<file path="config.mk">
export PLATFORM = sky130hd
export DESIGN_NAME = seq_div
export DESIGN_NICKNAME = d
export VERILOG_FILES = /design/src/rtl/seq_div.sv
export SDC_FILE = /design/constraint.sdc
export NUM_CORES = 1
export LEC_CHECK = 0
export CORE_UTILIZATION = 45
export DETAILED_ROUTE_END_ITERATION = 8
export PLACE_DENSITY = 0.69
export SETUP_SLACK_MARGIN = 0.05
export SYNTH_ARGS = -nofsm -noshare
export SYNTH_HDL_FRONTEND = slang
export SYNTH_SLANG_ARGS = --single-unit
</file>
<file path="constraint.sdc">
create_clock -name clk -period 2.65 [get_ports clk]
set_input_delay 0.265 -clock clk [delete_from_list [all_inputs] [get_ports clk]]
set_output_delay 0.265 -clock clk [all_outputs]
set_load 0.005 [all_outputs]
</file>
<file path="src/rtl/seq_div.sv">
// seq_div: multi-cycle unsigned restoring divider, one quotient bit per clock,
// MSB first, with a start/busy/done handshake. Latency is fixed at WIDTH
// cycles from acceptance to the done pulse, regardless of operand values.
module seq_div #(
    parameter int WIDTH = 4
) (
    input  logic             clk,
    input  logic             rst_n,
    input  logic             start,
    input  logic [WIDTH-1:0] dividend,
    input  logic [WIDTH-1:0] divisor,
    output logic             busy,
    output logic             done,
    output logic [WIDTH-1:0] quot,
    output logic [WIDTH-1:0] rem,
    output logic             dz
);

    // Counter must hold WIDTH itself after the final increment.
    localparam int CW = $clog2(WIDTH) + 1;

    typedef enum logic [1:0] {
        S_IDLE,
        S_RUN,
        S_DONE
    } state_e;

    state_e           state_q, state_d;
    logic [CW-1:0]    cnt_q,   cnt_d;
    logic [WIDTH:0]   pr_q,    pr_d;     // partial remainder, one extra bit for the trial sign
    logic [WIDTH-1:0] wq_q,    wq_d;     // working quotient / dividend shift register
    logic [WIDTH-1:0] dvs_q,   dvs_d;    // divisor latched at acceptance
    logic [WIDTH-1:0] quot_q,  quot_d;
    logic [WIDTH-1:0] rem_q,   rem_d;
    logic             dz_q,    dz_d;

    logic [WIDTH:0]   shifted;
    logic [WIDTH:0]   trial;
    logic             last_iter;
    logic             accept;

    // The partial remainder is always below 2^WIDTH after a restore step, so
    // its top bit never feeds the next shift; it exists only as the trial sign.
    logic pr_msb_unused;
    assign pr_msb_unused = pr_q[WIDTH];

    // One restoring step: shift in the next dividend bit and trial-subtract.
    always_comb begin
        shifted   = {pr_q[WIDTH-1:0], wq_q[WIDTH-1]};
        trial     = shifted - {1'b0, dvs_q};
        last_iter = (cnt_q == CW'(WIDTH - 1));
        accept    = start && ((state_q == S_IDLE) || (state_q == S_DONE));
    end

    // Next-state logic: IDLE -> RUN on start, RUN -> DONE on the last step,
    // DONE lasts one cycle and may immediately accept a new operation.
    always_comb begin
        // NOTE: assign a default to every combinational output first; a path
        // that leaves a variable unassigned infers a latch.
        state_d = state_q;
        case (state_q)
            S_IDLE:  if (start) state_d = S_RUN;
            S_RUN:   if (last_iter) state_d = S_DONE;
            S_DONE:  state_d = start ? S_RUN : S_IDLE;
            default: state_d = S_IDLE;
        endcase
    end

    // Datapath next-state: load operands on acceptance, iterate in RUN and
    // publish the result on the final step; results hold otherwise.
    always_comb begin
        cnt_d  = cnt_q;
        pr_d   = pr_q;
        wq_d   = wq_q;
        dvs_d  = dvs_q;
        quot_d = quot_q;
        rem_d  = rem_q;
        dz_d   = dz_q;
        if (accept) begin
            wq_d  = dividend;
            dvs_d = divisor;
            pr_d  = '0;
            cnt_d = '0;
        end else if (state_q == S_RUN) begin
            pr_d  = trial[WIDTH] ? shifted : trial;
            wq_d  = {wq_q[WIDTH-2:0], ~trial[WIDTH]};
            cnt_d = cnt_q + CW'(1);
            if (last_iter) begin
                quot_d = wq_d;
                rem_d  = pr_d[WIDTH-1:0];
                dz_d   = (dvs_q == '0);
            end
        end
    end

    // State and datapath registers, all cleared by the asynchronous reset.
    always_ff @(posedge clk or negedge rst_n) begin
        // NOTE: sequential state uses non-blocking assignments so every
        // register samples the pre-edge values of the others.
        if (!rst_n) begin
            state_q <= S_IDLE;
            cnt_q   <= '0;
            pr_q    <= '0;
            wq_q    <= '0;
            dvs_q   <= '0;
            quot_q  <= '0;
            rem_q   <= '0;
            dz_q    <= 1'b0;
        end else begin
            state_q <= state_d;
            cnt_q   <= cnt_d;
            pr_q    <= pr_d;
            wq_q    <= wq_d;
            dvs_q   <= dvs_d;
            quot_q  <= quot_d;
            rem_q   <= rem_d;
            dz_q    <= dz_d;
        end
    end

    // Handshake flags decode straight from the state, so they are mutually
    // exclusive and clear immediately on reset.
    always_comb begin
        busy = (state_q == S_RUN);
        done = (state_q == S_DONE);
        quot = quot_q;
        rem  = rem_q;
        dz   = dz_q;
    end

endmodule

</file>
---- Word-level counts from Yosys, hierarchy flattened ----
Cells that the tools add are included.
Widths: inputs -> output; s select.
word-level totals
  register bits ........................... 26
  input bits .............................. 11
  output and inout bits ................... 11
  logic and storage cells ................. 35
operators by class
  add/sub/neg operators ................... 2
  equality and inequality tests ........... 5
  multiplexer cells ....................... 11
  bitwise operators ....................... 2
  reductions and logical operators ........ 7
operators with widths
  operator             count
  $mux 4               5
  $mux 3               2
  $pmux 2 s3           1
  $sub 5x4->5          1
  $logic_not 4->1      1
  $mux 2               2
  $add 3x1->3 const B  1
  $eq 3x2->1 const B   1
  $reduce_and 3->1     1
  $eq 2x1->1 const B   1
  $eq 2x2->1 const B   1
  $logic_not 2->1      1
  $ne 2x1->1 const B   1
  $ne 2x2->1 const B   1
  $not 1->1            2
  $reduce_and 2->1     1
  $reduce_bool 2->1    1
  $logic_and 1x1->1    1
  $logic_or 1x1->1     1
  $mux 1               1

---- Longest topological paths before layout ----
Gate-level depths: netlist of the first run.
  depth after elaboration ................. 5
  depth in mapped cells ................... 8
  gate-level depth less buffers ........... 8

---- Worst setup path after synthesis of the first run ----
Ideal clock, no wire load.
  kind .................................... register -> register
  start ................................... reg wq_q[3]
  end ..................................... reg rem_q[0], in the netlist rem[0]
  library setup time ...................... 82 ps
  arrival ................................. 1949 ps
  data required time ...................... 2568 ps
  setup slack ............................. 619 ps
  cell stages (with the launch flop) ...... 9
  path buffers ............................ 0
  period minus slack after synthesis ...... 2031 ps
  path through ............................ dfrtp_1 inv_1 ha_1 inv_1 fa_1 a211oi_4 nor2_2 or3_1 a31oi_1
on the way
  longest elaborated chain between the ends .. 2
RTL lines
  element                 line  RTL
  from (decl)             31    logic [WIDTH-1:0] wq_q, wq_d;
  from (signal assigned)  113   wq_q <= wq_d;
  $sub 5x4->5             50    trial = shifted - {1'b0, dvs_q};
  $mux 4 *                85    pr_d = trial[WIDTH] ? shifted : trial;
  to (signal assigned)    116   rem_q <= rem_d;
  to (decl)               34    logic [WIDTH-1:0] rem_q, rem_d;
Mark *: on every way between the ends. The rest lies on a longest branch, timed or not.
A chain may end at the register's enable or synchronous reset.

---- Worst setup path after layout of the first run ----
  start ................................... reg state_q[1]
  end ..................................... out busy
on the way
  longest elaborated chain between the ends .. 1
RTL lines
  element                 line  RTL
  from (decl)             28    state_e state_q, state_d;
  from (signal assigned)  110   state_q <= state_d;
  $eq 2x1->1              124   busy = (state_q == S_RUN);
  to (decl)               12    output logic busy,
No other way between the ends.

==> metrics.txt, run 1 <==
result of the run=complete, but fails checks; failing checks=design-rule violations; count of flip-flops with a built-in enable after synthesis=0; global-route wire length before repair=4871 um; growth of design area from synthesis to finish=23.26%; distinct cell type count of the synthesized netlist=39; setup_tns=0 ps; Arr. time, crit path=1990 ps; Final Hold Fails=0; Worst-Margin Slew=748.8 ps; vias per std cell=5.587; number of placed I/O pins=22; switching power=0.001008 W; commonest cells in the netlist=nand2_1 (28), dfrtp_1 (26), o21ai_0 (12); Placed Cells incl. Taps=192; YS warnings=0; clk sink count=26; CTS tree=yes; Clock H-tree levels=1; final-report max-slew violation count=0; part of the power in the clock network=0.114; unrepaired setup endpoints after global routing=false; clock transition at the registers of the reported paths=140 ps; critical-path maximum fanout=11; number of buffers inserted by post-CTS setup repair=0; drt pass-1 iters=6; worst slew margin relative to its limit=0.4989; Max IR drop VDD=603.1 uV; number of DRC violations after detailed routing=2; post-route antenna net violation count=0; number of inserted diodes=0; top achievable clock speed=443.5 MHz; Int Power=0.001355 W; switching fraction of total power=0.4267; Pwr Density=1425 nW/um2; Lkg Pwr=0.7387 nW; worst path bufs/invs=2; cell area after synthesis=1345 um2; proportion of synthesized chip area in sequential cells=0.4837; number of port buffers=21; final routed wirelength across all metal layers=2909 um; die area=3211 um2; proportion of synthesized flip-flops having asynchronous set or reset=1.000; core area=2805 um2; beginning of the worst register-to-register path=wq_q[3]$_DFFE_PN0P_; proportion of layout cells with a drive suffix above 1=0.08485; Max stage delay cell, worst path=clkdlybuf4s50_1; ys flop type=dfrtp_1; post-route minimum period=2255 ps; max-cap check violation count=0; post-synthesis cell type with the largest combined area=dfrtp_1; Wirelength per Cell=14.84 um; worst-case clock buffer depth=2; post-synthesis instance total=141; Finished Layout Cells=196; effective utilization at floorplan=0.4795; leading cell type by number of instances after synthesis=nand2_1; chip width=56.67 um; overflow left after global routing=0; post-synthesis register bit count=26; global router's overall resource usage=0.1997; nets@finish=184; number of design-rule violations left by the first detailed-router iteration=25; Avg Synthesized Cell Area=9.539 um2; placer congestion estimate=0.8764; launching instance or port of the critical path=state_q[1]$_DFFE_PN0P_; Sequential Power Share=0.314; crit start category=flop; class of the most critical setup path=flop to output port; antenna violations before repair=0; cell breakdown of the critical path=nand2b_1, inv_1, clkdlybuf4s50_1; setup skew after layout=10.74 ps; endpoint kind of the worst setup timing path=output port; Die Y=56.67 um; Crit path max-delay family=buffers and inverters; Post-Synthesis Net Count=159; combinational power share=0.572; cell at the root of the clock tree=clkbuf_4; vias in the first global route=1077; placed wire-length estimate=2144 um; later-pin clock latency in the skew report=320 ps; maximum number of pins on one net before global-route repair=27; cell types with the largest area share after synthesis=dfrtp_1 (48%), nand2_1 (7.8%), ha_1 (5.6%), o21ai_0 (4.5%), inv_1 (2.2%); share of the synthesized area in the top cell type=0.4837; final core utilization=0.5910; Final setup violation count=0; cts-stage hold buffer count=0; ratio of final minimum period to clock period=0.8509; total via count after detailed routing=1095; CTS Buf Count=3; crit-path max cell delay=570 ps; post-cts repair resize count=0; class of the tightest hold or removal check=input pin to async pin; CP Data Required Time=2380 ps; Cell Rows=19
==> metal layers <==
layer,wire length [um],vias up,track usage
met5,0,-,0
met4,54,0,0.09643
met3,115,6,0.03226
met2,1375,26,0.3265
li1,-,546,-
met1,1362,517,0.2567
==> state kept, by name (all words and copies together), names as in the netlist <==
register,count
cnt_q,3
dvs_q,4
dz,1
pr_q,4
quot,4
rem,4
state_q,2
wq_q,4
==> worst paths after layout <==
| kind | cells after the start | endpoint | slack, ps |
|---|---|---|---|
| worst max-delay path | 3 | busy | 400 |
| worst min register to register | 2 | quot[0]$_DFFE_PN0P_ | 500 |
| max in group asynchronous | 2 | wq_q[2]$_DFFE_PN0P_ | 2110 |
| worst min-delay path | 2 | pr_q[3]$_DFFE_PN0P_ | 280 |
| min in group clk | 3 | dvs_q[3]$_DFFE_PN0P_ | 490 |
| worst max register to register | 8 | rem[0]$_DFFE_PN0P_ | 430 |
==> power groups by stage <==
stage          logic [W]  registers [W]  clock network, W
4_1_cts          0.00135       0.000744          0.000281
3_3_place_gp     0.00131       0.000743                 0
3_5_place_dp     0.00135       0.000753                 0
6_report         0.00135       0.000742          0.000269
5_1_grt          0.00153       0.000773          0.000289
2_1_floorplan   0.000950       0.000711                 0
==> kinds of logic (layout without fill, tap and decap cells) <==
group                    after synthesis  after routing  synth area share
buffers and inverters                 14             38           0.03907
adder cells (fa/ha/maj)                7              7           0.07070
AND/OR/NAND/NOR                       55             55            0.1898
AO/OA/AOI/OAI                         36             36            0.1954
XOR/XNOR                               2              2           0.01303
multiplexers                           1              1          0.008371
flip-flops                            26             26            0.4837
==> metrics by stage <==
stage | total power (W) | hold slack [ps] | setup WS [ps] | instance area [um2]
floorplan | 0.001660 | -30.59 | 619.2 | 1345
global placement | 0.002053 | 463.3 | 537.9 | 1605
detailed placement | 0.002099 | 466.0 | 476.1 | 1605
CTS | 0.002377 | 283.8 | 377.3 | 1658
global route | 0.002588 | 301.3 | 260.3 | 1658
finish | 0.002363 | 284.8 | 395.2 | 1658
==> worst register-to-register path: cells and delay by family, from the launching register on <==
family | cells | cell delay (ps)
AO/OA/AOI/OAI | 2 | 530
adder cells (fa/ha/maj) | 2 | 600
buffers and inverters | 2 | 160
flip-flops | 1 | 420
AND/OR/NAND/NOR | 2 | 450
==> cell usage in the layout, fill, tap and decap left out, types with 2 or more instances in the layout <==
| cell type | netlist | final |
|---|---|---|
| a22oi_1 | 3 | 3 |
| a31oi_1 | 3 | 3 |
| buf_4 | 0 | 4 |
| clkbuf_4 | 0 | 3 |
| clkdlybuf4s50_1 | 0 | 21 |
| dfrtp_1 | 26 | 26 |
| ha_1 | 6 | 6 |
| inv_1 | 8 | 8 |
| nand2_1 | 28 | 28 |
| nand2b_1 | 2 | 2 |
| nand3_1 | 2 | 2 |
| nand4_1 | 3 | 3 |
| nor2_1 | 7 | 7 |
| nor2b_1 | 3 | 3 |
| nor3_1 | 3 | 3 |
| o21ai_0 | 12 | 12 |
| o21bai_1 | 2 | 2 |
| o31ai_1 | 4 | 4 |
| xor2_1 | 2 | 2 |
==> cell type report <==
cell class / count / area (um2)
multi-input cells: 101 / 641.9
fillers: 248 / 1147
well taps: 31 / 38.79
inverters: 9 / 33.78
flip-flops and latches: 26 / 650.6
clock buffers: 3 / 22.52
repair buffers: 25 / 240.2
clock inverters: 1 / 30.03
Note: power is estimated with default switching activity, not from simulation.
==> run 2: changes to the inputs <==
--- a/config.mk
+++ b/config.mk
@@ -7,6 +7,7 @@
 export LEC_CHECK = 0
 export CORE_UTILIZATION = 45
 export DETAILED_ROUTE_END_ITERATION = 8
+export MAX_ROUTING_LAYER = met4
 export PLACE_DENSITY = 0.69
 export SETUP_SLACK_MARGIN = 0.05
 export SYNTH_ARGS = -nofsm -noshare
==> metrics.txt, run 2 (same netlist as run 1, synthesis figures left out) <==
result of the run=complete, but fails checks; failing checks=design-rule violations; final routed wirelength across all metal layers=2905 um (-0.14%); endpoint kind of the worst setup timing path=output port; chip width=56.67 um (unchanged); CTS tree=yes; growth of design area from synthesis to finish=23.26% (unchanged); PnR Total Power=0.002362 W (about the same); number of design-rule violations left by the first detailed-router iteration=26 (+4.0%); post-route antenna net violation count=0 (unchanged); number of placed I/O pins=22 (unchanged); cell at the root of the clock tree=clkbuf_4; drt pass-1 iters=6 (unchanged); worst slew margin relative to its limit=0.5008 (+0.001855); Wirelength per Cell=14.82 um (-0.14%); antenna violations before repair=0 (unchanged); cts-stage hold buffer count=0 (unchanged); proportion of layout cells with a drive suffix above 1=0.08485 (unchanged); global-route wire length before repair=4871 um (unchanged); Lkg Pwr=0.7387 nW (unchanged); clock transition at the registers of the reported paths=140 ps (about the same); top achievable clock speed=443.5 MHz (about the same); Final WS setup=395.0 ps (-0.1180 ps); later-pin clock latency in the skew report=320 ps (about the same); class of the most critical setup path=flop to output port; number of port buffers=21 (unchanged); vias in the first global route=1077 (unchanged); max-cap check violation count=0 (unchanged); maximum number of pins on one net before global-route repair=27 (unchanged); number of inserted filler cells in the final layout=248 (unchanged); nets@finish=184 (unchanged); Max IR drop VDD=602.3 uV (-0.14%); vias per std cell=5.617 (+0.55%); setup_tns=0 ps (unchanged); Clock H-tree levels=1 (unchanged); effective utilization at floorplan=0.4795 (unchanged); global router's overall resource usage=0.2054 (+0.005671); Arr. time, crit path=1990 ps (about the same); placed wire-length estimate=2144 um (unchanged); ratio of final minimum period to clock period=0.8509 (about the same); final-report max-slew violation count=0 (unchanged); final core utilization=0.5910 (unchanged); post-route minimum period=2255 ps (+0.1180 ps); clk sink count=26 (unchanged); post-cts repair resize count=0 (unchanged); overflow left after global routing=0 (unchanged); most common cell after layout, fill and taps aside=nand2_1; CP Data Required Time=2380 ps (about the same); crit start category=flop; total via count after detailed routing=1101 (+0.55%); worst-case clock buffer depth=2 (unchanged); Worst Setup Slack post-DPL=476.1 ps (unchanged); Worst Hold Slack=287.5 ps (+2.688 ps); Cell Rows=19 (unchanged); class of the tightest hold or removal check=input pin to async pin; number of inserted diodes=0 (unchanged); Final Hold Fails=0 (unchanged); critical-path maximum fanout=11 (unchanged); number of buffers inserted by post-CTS setup repair=0 (unchanged); setup skew after layout=11.11 ps (+0.3622 ps); Final setup violation count=0 (unchanged); CTS Buf Count=3 (unchanged); Pwr Density=1425 nW/um2 (about the same); Die Y=56.67 um (unchanged); placer congestion estimate=0.8909 (+1.7%); number of DRC violations after detailed routing=2 (unchanged); die area=3211 um2 (unchanged); core area=2805 um2 (unchanged); most used cells in the layout excluding fill and tap cells=nand2_1 (28), dfrtp_1 (26), clkdlybuf4s50_1 (21); unrepaired setup endpoints after global routing=false; Worst-Margin Slew=746.1 ps (-2.771 ps)
run 2: final timing paths:
check                                        to  depth (start not counted)                   start  slack (ps)
max                                        busy                          3  state_q[1]$_DFFE_PN0P_         400
min                         pr_q[3]$_DFFE_PN0P_                          2                   rst_n         290
max reg2reg                  rem[0]$_DFFE_PN0P_                          8     wq_q[3]$_DFFE_PN0P_         430
min reg2reg                 quot[0]$_DFFE_PN0P_                          2     quot[0]$_DFFE_PN0P_         500
max in group asynchronous   wq_q[2]$_DFFE_PN0P_                          2                   rst_n        2100
min in group clk           dvs_q[3]$_DFFE_PN0P_                          3              divisor[3]         490
run 2: worst max-delay path: stages, from the launching register on:
cell and delay, ps:
dfrtp_1 400, nand2b_1 330, inv_1 370, clkdlybuf4s50_1 570
run 2: cell type report:
class	count	area [um2]	area share
clock buffer	3	22.52	0.01358
clock inverter	1	30.03	0.01811
inverter	9	33.78	0.02038
multi-input combinational	101	641.9	0.3872
sequential	26	650.6	0.3925
tap	31	38.79	0.02340
timing repair buffer	25	240.2	0.1449
run 2: metal layers:
metal | global-route usage | share of wire
met1 | 0.2612 | 0.48
met2 | 0.3265 | 0.47
met3 | 0.02535 | 0.033
met4 | 0.09643 | 0.019
met5 | - | 0
run 2: per-stage QoR:
stage | std cells | instance area, um2
6_report | 196 | 1658
5_1_grt | 196 | 1658
3_5_place_dp | 192 | 1605
4_1_cts | 196 | 1658
3_3_place_gp | 192 | 1605
2_1_floorplan | 141 | 1345
run 2: report_power, final:
part           leakage [nW]  internal (W)  switching (W)
registers             0.319      0.000594       0.000148
logic                 0.392      0.000608       0.000744
clock network        0.0279      0.000153       0.000115
